`src/rtl/uart_rx_pkg.sv`:
```
// Shared UART receiver constants: default baud divider, counter widths and FSM state encodings.
package uart_rx_pkg;

    localparam int unsigned UART_DIV_RATE  = 260;
    localparam int unsigned UART_DIV_CNT_W = 9;
    localparam int unsigned UART_BIT_CNT_W = 3;

    localparam logic [2:0] ST_IDLE  = 3'd0;
    localparam logic [2:0] ST_START = 3'd1;
    localparam logic [2:0] ST_DATA  = 3'd2;
    localparam logic [2:0] ST_STOP  = 3'd3;
    localparam logic [2:0] ST_BREAK = 3'd4;

endpackage

```
`src/rtl/uart_rx_sync.sv`:
```
// Two-flop synchronizer for a single asynchronous input; both flops reset to RESET_VAL.
module uart_sync #(
    parameter logic RESET_VAL = 1'b1
) (
    input  logic clk,
    input  logic reset,
    input  logic d,
    output logic q
);

    logic meta;

    always_ff @(posedge clk or posedge reset) begin
        if (reset) begin
            meta <= RESET_VAL;
            q    <= RESET_VAL;
        end else begin
            meta <= d;
            q    <= meta;
        end
    end

endmodule

```
`src/rtl/uart_rx.sv`:
```
// 8N1 UART receiver: mid-bit sampling driven by a baud divider, break hold-off after a framing error.
module uart_rx
    import uart_rx_pkg::*;
#(
    parameter int unsigned DIV_RATE  = UART_DIV_RATE,
    parameter int unsigned DIV_CNT_W = UART_DIV_CNT_W
) (
    input  logic       clk,
    input  logic       reset,
    input  logic       rx,
    output logic       rx_busy,
    output logic       rx_end,
    output logic [7:0] rx_data,
    output logic       frame_err
);

    localparam logic [DIV_CNT_W-1:0] HALF_LOAD = DIV_CNT_W'(DIV_RATE / 2 - 1);
    localparam logic [DIV_CNT_W-1:0] FULL_LOAD = DIV_CNT_W'(DIV_RATE - 1);

    logic                      rx_s;
    logic [2:0]                state;
    logic [DIV_CNT_W-1:0]      div_cnt;
    logic [UART_BIT_CNT_W-1:0] bit_cnt;
    logic [7:0]                shreg;
    logic                      tick;

    uart_sync #(.RESET_VAL(1'b1)) u_sync (
        .clk   (clk),
        .reset (reset),
        .d     (rx),
        .q     (rx_s)
    );

    assign tick = (div_cnt == '0);

    always_ff @(posedge clk or posedge reset) begin
        if (reset) begin
            state     <= ST_IDLE;
            div_cnt   <= '0;
            bit_cnt   <= '0;
            shreg     <= '0;
            rx_data   <= '0;
            rx_busy   <= 1'b0;
            rx_end    <= 1'b0;
            frame_err <= 1'b0;
        end else begin
            rx_end    <= 1'b0;
            frame_err <= 1'b0;
            case (state)
                ST_IDLE: begin
                    if (!rx_s) begin
                        state   <= ST_START;
                        div_cnt <= HALF_LOAD;
                        rx_busy <= 1'b1;
                    end
                end
                ST_START: begin
                    if (tick) begin
                        div_cnt <= FULL_LOAD;
                        if (!rx_s) begin
                            state   <= ST_DATA;
                            bit_cnt <= '0;
                        end else begin
                            state   <= ST_IDLE;
                            rx_busy <= 1'b0;
                        end
                    end else begin
                        div_cnt <= div_cnt - 1'b1;
                    end
                end
                ST_DATA: begin
                    if (tick) begin
                        div_cnt        <= FULL_LOAD;
                        shreg[bit_cnt] <= rx_s;
                        bit_cnt        <= bit_cnt + 1'b1;
                        if (bit_cnt == '1)
                            state <= ST_STOP;
                    end else begin
                        div_cnt <= div_cnt - 1'b1;
                    end
                end
                ST_STOP: begin
                    if (tick) begin
                        div_cnt <= FULL_LOAD;
                        if (rx_s) begin
                            rx_data <= shreg;
                            rx_end  <= 1'b1;
                            state   <= ST_IDLE;
                            rx_busy <= 1'b0;
                        end else begin
                            frame_err <= 1'b1;
                            state     <= ST_BREAK;
                        end
                    end else begin
                        div_cnt <= div_cnt - 1'b1;
                    end
                end
                // A low line after a bad stop bit is a break, not a new start bit.
                ST_BREAK: begin
                    if (rx_s) begin
                        state   <= ST_IDLE;
                        rx_busy <= 1'b0;
                    end
                end
                default: begin
                    state   <= ST_IDLE;
                    rx_busy <= 1'b0;
                end
            endcase
        end
    end

endmodule

```
`config.mk`:
```
export PLATFORM = sky130hd
export DESIGN_NAME = uart_rx
export DESIGN_NICKNAME = d
export VERILOG_FILES = /design/src/rtl/uart_rx_pkg.sv /design/src/rtl/uart_rx_sync.sv /design/src/rtl/uart_rx.sv
export SDC_FILE = /design/constraint.sdc
export NUM_CORES = 1
export LEC_CHECK = 0
export ABC_AREA = 1
export BUFFER_PORTS_ARGS = -buffer_cell sky130_fd_sc_hd__buf_4
export CAP_MARGIN = 20
export CELL_PAD_IN_SITES_DETAIL_PLACEMENT = 1
export CELL_PAD_IN_SITES_GLOBAL_PLACEMENT = 2
export CORE_ASPECT_RATIO = 1.75
export CORE_MARGIN = 2
export CORE_UTILIZATION = 30
export DETAILED_ROUTE_END_ITERATION = 6
export PLACE_DENSITY_LB_ADDON = 0.08
export SLEW_MARGIN = 15
export SYNTH_ARGS = -nofsm -noshare
export SYNTH_HDL_FRONTEND = slang
export SYNTH_SLANG_ARGS = --single-unit
```
`constraint.sdc`:
```
create_clock -name clk -period 1.5 [get_ports clk]
set_input_delay 0.3 -clock clk [delete_from_list [all_inputs] [get_ports clk]]
set_output_delay 0.3 -clock clk [all_outputs]
set_load 0.005 [all_outputs]
```
==> impl_metrics.json, run 1 <==
{
  "outcome": "completed",
  "fp.coreArea_um2": 6086,
  "power_leakage_nw": 1.253,
  "synth_warnings": 0,
  "antenna_left": 0,
  "max_freq_mhz": 719.4,
  "r2r_end": "div_cnt[4]$_DFFE_PP0P_",
  "synth_area_um2": 1863,
  "setup_viol": 0,
  "insertion_delay_ns": 0.30,
  "diodes": 0,
  "placedCellCount": 350,
  "grt_usage_pct": 17.58,
  "syn_avg_cell_area_um2": 7.699,
  "rows": 38,
  "layout_commonest_cell": "nand2_1",
  "cp-end-kind": "flip-flop",
  "hold_class": "in -> async",
  "synth_cell_type_count": 28,
  "drt_wl_total_um": 5459,
  "finalHoldViolCount": 0,
  "crit_start": "div_cnt[5]$_DFFE_PP0P_",
  "yosysSeqAreaShare_pct": 48.49,
  "antenna_found_initial": 0,
  "drc": 0,
  "grt_setup_unrepaired": "true",
  "maxCapViolCount": 0,
  "synth.ff_latch_count": 36,
  "synth_adder_area_share_pct": 2.015,
  "crit_arrival_ns": 1.58,
  "slew_headroom_pct": 78.08,
  "port_buffers": 13,
  "grt_pass1_wl_um": 8935,
  "finClkSkew_ns": 0.006085,
  "routed_via_density": 4.617,
  "power_density_nw_per_um2": 741.9,
  "endpoint": "div_cnt[4]$_DFFE_PP0P_",
  "clock-sinks": 36,
  "final_cell_mix": "nand2_1, buf_4, nand3_1",
  "yosys.area_share.xor_xnor_pct": 0.4701,
  "vias": 1676,
  "fin_crit_ns": 1.390,
  "nets": 288,
  "die_area_um2": 6881,
  "hpwl_um": 4181,
  "synth-compound-area-share_pct": 2.686,
  "synth_fp_nets": 248,
  "worst_pin_slew_ns": 0.3288,
  "worst-path-max-fanout": 7,
  "yosysTopAreaCellShare_pct": 45.67,
  "gp_congestion": 0.7899,
  "routedWlPerCell_um": 15.04,
  "path_class": "reg -> reg",
  "synthTopCellsByArea": "dfrtp_1, nand2_1, nand3_1",
  "synthCells": 242,
  "syn_to_final_growth_pct": 26.26,
  "fin_crit_sh_pct": 92.66,
  "start_util_pct": 30.61,
  "netlist.top_cell.by_area": "dfrtp_1",
  "die_y_um": 108.3,
  "grt_max_degree": 24,
  "required_ns": 1.69,
  "grt.overflow.total": 0,
  "synth_top_family_by_area": "simple AND/OR/NAND/NOR gates",
  "numCtsBuffers": 5,
  "clockBufferDepth": 2,
  "clkSlewWorstSetupHoldPaths_ns": 0.07,
  "fin_cells": 363,
  "fill_cells": 787,
  "drive_gt1_share_pct": 25.44,
  "cts_tree": "built",
  "r2r_slack_ns": 0.11,
  "ioPinCount": 14,
  "ir_drop_v": 0.0003846,
  "root_buffer": "clkbuf_8",
  "drt_iter0_drc": 26,
  "htreeDepth": 2,
  "drt_pass1_iterations": 4,
  "yosys.area_share.simple_pct": 37.27,
  "ff2ff_path_depth": 7,
  "hold_slack_ns": 0.02306,
  "drv_slew": 0,
  "chipWidth_um": 63.57,
  "cp-start-kind": "flip-flop",
  "r2r_start": "div_cnt[5]$_DFFE_PP0P_",
  "synthMuxAreaShare_pct": 0,
  "grt_pass1_vias": 1833
}
==> power breakdown <==
part	switching, W	internal, W
combinational	0.0000314	0.0000110
sequential	0.00000229	0.000975
clock	0.000351	0.000375
==> logic make-up after synthesis <==
kind of cell             Yosys count
AND/OR/NAND/NOR                  156
buffers and inverters             37
flip-flops                        36
AO/OA/AOI/OAI                      9
adder cells (fa/ha/maj)            3
XOR/XNOR                           1
==> worst min path at each step <==
stage / from / endpoint / slack, ns / depth (start not counted)
finish: reset / rx_busy$_DFFE_PP0P_ / 0.02 / 3
detailed placement: reset / state[1]$_DFFE_PP0P_ / 0.35 / 3
global placement: reset / rx_data[6]$_DFFE_PP0P_ / 0.34 / 3
floorplan: rx / u_sync.meta$_DFF_PP1_ / 0.30 / 0
CTS: reset / state[1]$_DFFE_PP0P_ / 0.03 / 3
global route: reset / rx_busy$_DFFE_PP0P_ / 0.07 / 3
==> cells in the mapped netlist (all sizes together) <==
cell,instances
ha,3
o21ai,7
nor2,22
nand4,8
dfstp,2
clkinv,1
buf,5
o22ai,1
a21oi,1
nand3b,1
inv,31
xor2,1
nand3,35
dfrtp,34
nand2,88
and3,1
nor3,1
==> critical path, cell delays in order (launching register included) <==
cell     delay (ns)
dfrtp_1        0.41
nor2_2         0.11
nand2_1        0.12
nor2_4         0.18
nand2_4        0.14
buf_4          0.19
nand4_1        0.07
nand2_1        0.05
==> repair_timing <==
item                       CTS  global route
setup buffers                0             3
resized for setup            2            17
hold buffers                 0             0
cloned                       0             2
pin swaps                    0             2
setup endpoints to repair    6            23
==> metrics by stage <==
step | util, % | worst slack, ns | instance area, um^2 | power (W) | TNS, ns
global placement | 35.61 | 0.01491 | 2167 | 0.001040 | 0
CTS | 37.19 | 0.002007 | 2263 | 0.001783 | 0
floorplan | - | 0.09807 | 1863 | 0.001018 | 0
global route | 38.65 | -0.001865 | 2352 | 0.001817 | -0.002214
finish | 38.65 | 0.1100 | 2352 | 0.001745 | 0
detailed placement | 35.61 | -0.02852 | 2167 | 0.001040 | -0.1070
==> routing by layer <==
layer | track usage [%] | part of all wire, % | vias up
met5 | 0 | 0 | -
met1 | 15.30 | 34 | 802
met3 | 3.538 | 2.0 | 10
met4 | 8.230 | 2.7 | 0
met2 | 36.54 | 61 | 20
li1 | - | - | 844
==> sequential cells by signal, indices dropped and copies added, names as in the netlist <==
register	flops
div_cnt	9
frame_err	1
rx_busy	1
u_sync.q	1
rx_data	8
rx_end	1
bit_cnt	3
shreg	8
state	3
u_sync.meta	1
==> area by class of cell <==
cell class | instances | area [um^2] | area share (%)
Tap cell | 80 | 100.1 | 4.255
Timing Repair Buffer | 37 | 279.0 | 11.86
Inverter | 32 | 135.1 | 5.745
Timing Repair inverter | 1 | 8.758 | 0.3723
Clock buffer | 8 | 90.09 | 3.830
Multi-Input combinational cell | 169 | 833.3 | 35.43
Sequential cell | 36 | 905.9 | 38.51
Note: power is estimated with default switching activity, not from simulation.
==> run 2, diff against run 1 <==
Settings changed: BUFFER_PORTS_ARGS -buffer_cell sky130_fd_sc_hd__buf_4 to -buffer_cell sky130_fd_sc_hd__buf_2.
==> run 2 against run 1 <==
Against the previous run:
- count of clock-buffer cells in the layout down 2
- fmax down 0.81%
- clock power up 19%
- die area unchanged
- critical path depth up 3
- cell count up 1.1%
- wire length down 0.42%
- hold slack worse by 0.0095 ns
- critical endpoint is now bit_cnt[1]$_DFFE_PP0P_
- highest routed layer unchanged
==> impl_metrics.json, run 2 (same netlist as run 1, synthesis figures left out) <==
{
  "cts_tree": "built",
  "hold_slack_ns": 0.01355,
  "vias": 1678,
  "hold_class": "in -> async",
  "grt_pass1_wl_um": 8797,
  "port_buffers": 13,
  "fp.coreArea_um2": 6086,
  "nets": 292,
  "cp-start-kind": "flip-flop",
  "clkSlewWorstSetupHoldPaths_ns": 0.07,
  "drt_iter0_drc": 35,
  "fin_crit_ns": 1.401,
  "grt_setup_unrepaired": "false",
  "root_buffer": "clkbuf_8",
  "ioPinCount": 14,
  "finClkSkew_ns": 0.004266,
  "drv_slew": 0,
  "drive_gt1_share_pct": 26.13,
  "rows": 38,
  "outcome": "completed",
  "intPower_w": 0.001477,
  "syn_to_final_growth_pct": 27.07,
  "fill_cells": 795,
  "worst-path-max-fanout": 6,
  "final_cell_mix": "nand2_1, nand3_1, dfrtp_1",
  "largest_reg_flops": 9,
  "clock-sinks": 36,
  "cp-end-kind": "flip-flop",
  "grt_max_degree": 26,
  "drt_wl_total_um": 5436,
  "gp_congestion": 0.7285,
  "regMostFlops": "div_cnt",
  "grt.overflow.total": 0,
  "grt_pass1_vias": 1791,
  "die_y_um": 108.3,
  "antenna_found_initial": 0,
  "path_class": "reg -> reg",
  "fin_crit_sh_pct": 93.42,
  "crit_top_cell": "nand2_1",
  "required_ns": 1.70,
  "comb_power_share_pct": 2.1,
  "routed_via_density": 4.572,
  "finalHoldViolCount": 0,
  "diodes": 0,
  "clockBufferDepth": 2,
  "layout_commonest_cell": "nand2_1",
  "antenna_left": 0,
  "power_leakage_nw": 1.305,
  "cp_slowest_cell": "dfrtp_1",
  "insertion_delay_ns": 0.30,
  "ir_drop_v": 0.0004578,
  "maxCapViolCount": 0,
  "htreeDepth": 2,
  "worst_pin_slew_ns": 0.3478,
  "die_area_um2": 6881,
  "multi_input_area_um2": 820.8,
  "max_freq_mhz": 713.6,
  "hpwl_um": 4036,
  "slew_headroom_pct": 76.81,
  "start_util_pct": 30.61,
  "p_sw_w": 0.0004037,
  "regArea_um2": 905.9,
  "reg_top3": "div_cnt (9), rx_data (8), shreg (8)",
  "routedWlPerCell_um": 14.81,
  "power_density_nw_per_um2": 794.6,
  "drc": 0,
  "pwr-share-seq_pct": 51.9,
  "p_clk_share_pct": 45.9,
  "swShare_pct": 21.46,
  "numCtsBuffers": 5,
  "r2r_slack_ns": 0.1,
  "worst_path_largest_cell_delay_ns": 0.39,
  "crit_arrival_ns": 1.60,
  "chipWidth_um": 63.57,
  "grt_usage_pct": 17.21,
  "drt_pass1_iterations": 4,
  "crit_chain": "inv_2 > ha_4 > nand2_2 > nor2_4 > nand2_4 > clkinv_8 > buf_6 > nand2_1 > nand2_1 > nand2_1",
  "tns_ns": 0,
  "setup_viol": 0
}
run 2: cell count changes in the layout (fill, tap and decap cells not counted), sizes merged:
cell	change
clkinv	+1
buf	+5
clkbuf	-2
inv	-1
bufinv	+1
run 2: cell type report:
type | instances | area share, %
sequential | 36 | 38.27
multi-input combinational | 169 | 34.67
timing repair buffer | 42 | 12.58
inverter | 32 | 5.708
tap | 80 | 4.228
clock buffer | 6 | 3.066
clock inverter | 2 | 1.480
run 2: worst paths after layout:
path                            cells past startpoint              startpoint                endpoint
worst max-delay path                               10  div_cnt[1]$_DFFE_PP0P_  bit_cnt[1]$_DFFE_PP0P_
worst min-delay path                                3                   reset    state[1]$_DFFE_PP0P_
worst max register to register                     10  div_cnt[1]$_DFFE_PP0P_  bit_cnt[1]$_DFFE_PP0P_
worst min register to register                      0   u_sync.meta$_DFF_PP1_      u_sync.q$_DFF_PP1_
max in group asynchronous                           3                   reset  div_cnt[7]$_DFFE_PP0P_
min in group clk                                    1                      rx   u_sync.meta$_DFF_PP1_
run 2: power groups by stage:
stage          Sequential [W]  Combinational (W)  Clock [W]
3_3_place_gp         0.000996          0.0000428          0
3_5_place_dp         0.000996          0.0000429          0
5_1_grt              0.000977          0.0000468   0.000929
6_report             0.000977          0.0000401   0.000864
2_1_floorplan        0.000994          0.0000237          0
4_1_cts              0.000977          0.0000432   0.000905
run 2: layer usage:
layer	vias up	global-route usage, %	wire length, um
met5	-	0	0
met4	0	8.075	195
met3	13	2.914	105
met2	20	34.29	3142
met1	796	16.61	1992
li1	849	-	-
run 2: critical path, delay by kind of cell (launching register included):
family / cells / cell delay, ns
adder cells (fa/ha/maj): 1 / 0.14
buffers and inverters: 3 / 0.27
AND/OR/NAND/NOR: 6 / 0.50
flip-flops: 1 / 0.39
run 2: metrics by stage:
step           cell area (um^2)  instances  total power [W]  worst slack, ns  utilization (%)
6_report                   2367        367         0.001881          0.09867            38.90
5_1_grt                    2367        367         0.001953         0.001008            38.90
4_1_cts                    2246        358         0.001925         0.003677            36.90
3_5_place_dp               2135        350         0.001039         -0.01269            35.07
3_3_place_gp               2135        350         0.001039          0.01960            35.07
2_1_floorplan              1863        242         0.001018          0.09807                -
run 2: timing repair:
item                       in CTS  in global routing
setup endpoints to repair       6                 23
gates resized for setup         1                 23
hold endpoints to repair        0                  0
hold buffers                    0                  0
pin swaps                       0                  3
cloned                          0                  1
setup buffers                   0                  8
==> run 3, diff against run 2 <==
Settings changed: CORE_UTILIZATION 30 to 35.
==> run 3 against run 2 <==
Against the previous run:
- die area fell by 14%
- combinational power rose by 7.2%
- setup slack got worse by 0.051 ns
- count of clock-buffer cells in the layout rose by 2
- clock power fell by 13%
- hold slack improved by 0.042 ns
- total power fell by 6.0%
- design area rose by 2.7%
- clock skew fell by 0.0018 ns
- non-clock buffer count fell by 3
- first-iteration DRC count rose by 51%
- largest cell class unchanged
- largest power group unchanged
==> impl_metrics.json, run 3 (same netlist as run 1, synthesis figures left out) <==
{
  "clkSlewWorstSetupHoldPaths_ns": 0.07,
  "finClkSkew_ns": 0.002504,
  "grt_pass1_wl_um": 8100,
  "grt_max_degree": 37,
  "cp-end-kind": "flip-flop",
  "ff2ff_path_depth": 9,
  "hpwl_um": 3832,
  "nets": 291,
  "syn_to_final_growth_pct": 30.56,
  "drv_slew": 0,
  "cts_hold_buf": 0,
  "r2r_end": "rx_data[1]$_DFFE_PP0P_",
  "regMostFlops": "div_cnt",
  "ir_drop_v": 0.0004027,
  "htreeDepth": 2,
  "root_buffer": "clkbuf_8",
  "insertion_delay_ns": 0.28,
  "required_ns": 1.67,
  "path_class": "reg -> reg",
  "max_freq_mhz": 688.5,
  "maxCapViolCount": 0,
  "routed_via_density": 4.994,
  "slew_headroom_pct": 78.29,
  "die_area_um2": 5945,
  "clockBufferDepth": 2,
  "rows": 35,
  "tns_ns": 0,
  "layout_commonest_cell": "nand2_1",
  "outcome": "completed",
  "cts_tree": "built",
  "r2r_slack_ns": 0.05,
  "diodes": 0,
  "grt_setup_unrepaired": "true",
  "die_y_um": 100.5,
  "grt.overflow.total": 0,
  "port_buffers": 13,
  "fin_crit_sh_pct": 96.82,
  "worst_pin_slew_ns": 0.3234,
  "start_util_pct": 35.75,
  "cp-start-kind": "flip-flop",
  "antenna_left": 0,
  "r2r_start": "div_cnt[0]$_DFFE_PP0P_",
  "largest_reg_flops": 9,
  "grt_pass1_vias": 1756,
  "power_leakage_nw": 1.307,
  "hold_class": "in -> async",
  "drc": 0,
  "routedWlPerCell_um": 15.04,
  "setup_viol": 0,
  "gp_congestion": 0.7468,
  "chipWidth_um": 59.15,
  "ioPinCount": 14,
  "finalHoldViolCount": 0,
  "power_density_nw_per_um2": 727.2,
  "drive_gt1_share_pct": 30.77,
  "drt_iter0_drc": 53,
  "drt_wl_total_um": 5127,
  "numCtsBuffers": 5,
  "fin_crit_ns": 1.452,
  "final_cell_mix": "nand2_1, dfrtp_1, nand3_1",
  "crit_arrival_ns": 1.62,
  "fin_cells": 341,
  "antenna_found_initial": 0,
  "worst-path-max-fanout": 7,
  "grt_usage_pct": 18.19,
  "fp.coreArea_um2": 5211,
  "clock-sinks": 36,
  "placedCellCount": 325,
  "drt_pass1_iterations": 3,
  "reg_top3": "div_cnt (9), rx_data (8), shreg (8)",
  "vias": 1703
}
-- run 3: worst max-delay path by stage --
stage	from	end	slack [ns]	cells after the start
floorplan	div_cnt[0]$_DFFE_PP0P_	shreg[0]$_DFFE_PP0P_	0.1	10
global placement	div_cnt[1]$_DFFE_PP0P_	rx_data[6]$_DFFE_PP0P_	0.05	9
detailed placement	div_cnt[0]$_DFFE_PP0P_	rx_data[6]$_DFFE_PP0P_	0.01	9
CTS	div_cnt[0]$_DFFE_PP0P_	rx_data[6]$_DFFE_PP0P_	0.003	9
global route	bit_cnt[1]$_DFFE_PP0P_	state[1]$_DFFE_PP0P_	-0.03	8
finish	div_cnt[0]$_DFFE_PP0P_	rx_data[1]$_DFFE_PP0P_	0.05	9
-- run 3: stage by stage --
| step | total power (W) | util, % | worst slack, ns | hold WS (ns) | instance area (um^2) |
|---|---|---|---|---|---|
| 2_1_floorplan | 0.001018 | - | 0.09807 | 0.3045 | 1863 |
| 3_3_place_gp | 0.001040 | 40.84 | 0.05305 | 0.3462 | 2128 |
| 3_5_place_dp | 0.001041 | 40.84 | 0.01017 | 0.3542 | 2128 |
| 4_1_cts | 0.001799 | 42.76 | 0.003096 | 0.06638 | 2228 |
| 5_1_grt | 0.001836 | 46.67 | -0.03357 | 0.08320 | 2432 |
| 6_report | 0.001769 | 46.67 | 0.04766 | 0.05561 | 2432 |
-- run 3: per-layer routing --
layer | global-route usage [%] | part of all wire (%)
met5 | 0 | 0
met4 | 6.119 | 1.5
met3 | 2.696 | 1.1
met2 | 37.95 | 63
met1 | 16.37 | 34
-- run 3: layout make-up --
class	count	area (um^2)
Clock buffer	8	100.1
Fill cell	661	2779
Inverter	32	135.1
Multi-Input combinational cell	170	892.1
Sequential cell	36	904.6
Tap cell	55	68.82
Timing Repair Buffer	39	322.8
Timing Repair inverter	1	8.758
-- run 3: timing repair --
action	CTS	global route
gates resized for setup	0	34
buffers inserted	0	5
hold endpoints to repair	0	0
setup endpoints to repair	0	28
-- run 3: critical path, stage by stage, from the launching register on --
cell and delay, ns:
dfrtp_1 0.40, inv_2 0.08, ha_4 0.14, nand2_4 0.06, nor2_4 0.18, nand2_4 0.16, clkinv_8 0.12, nand2_4 0.07
nand2_1 0.07, nand2_1 0.06
-- run 3: power breakdown --
group	switching [W]	total (W)	leakage [nW]	internal (W)
Sequential	0.00000205	0.000977	0.469	0.000975
Clock	0.000329	0.000749	0.0515	0.000419
Combinational	0.0000301	0.0000430	0.787	0.0000129
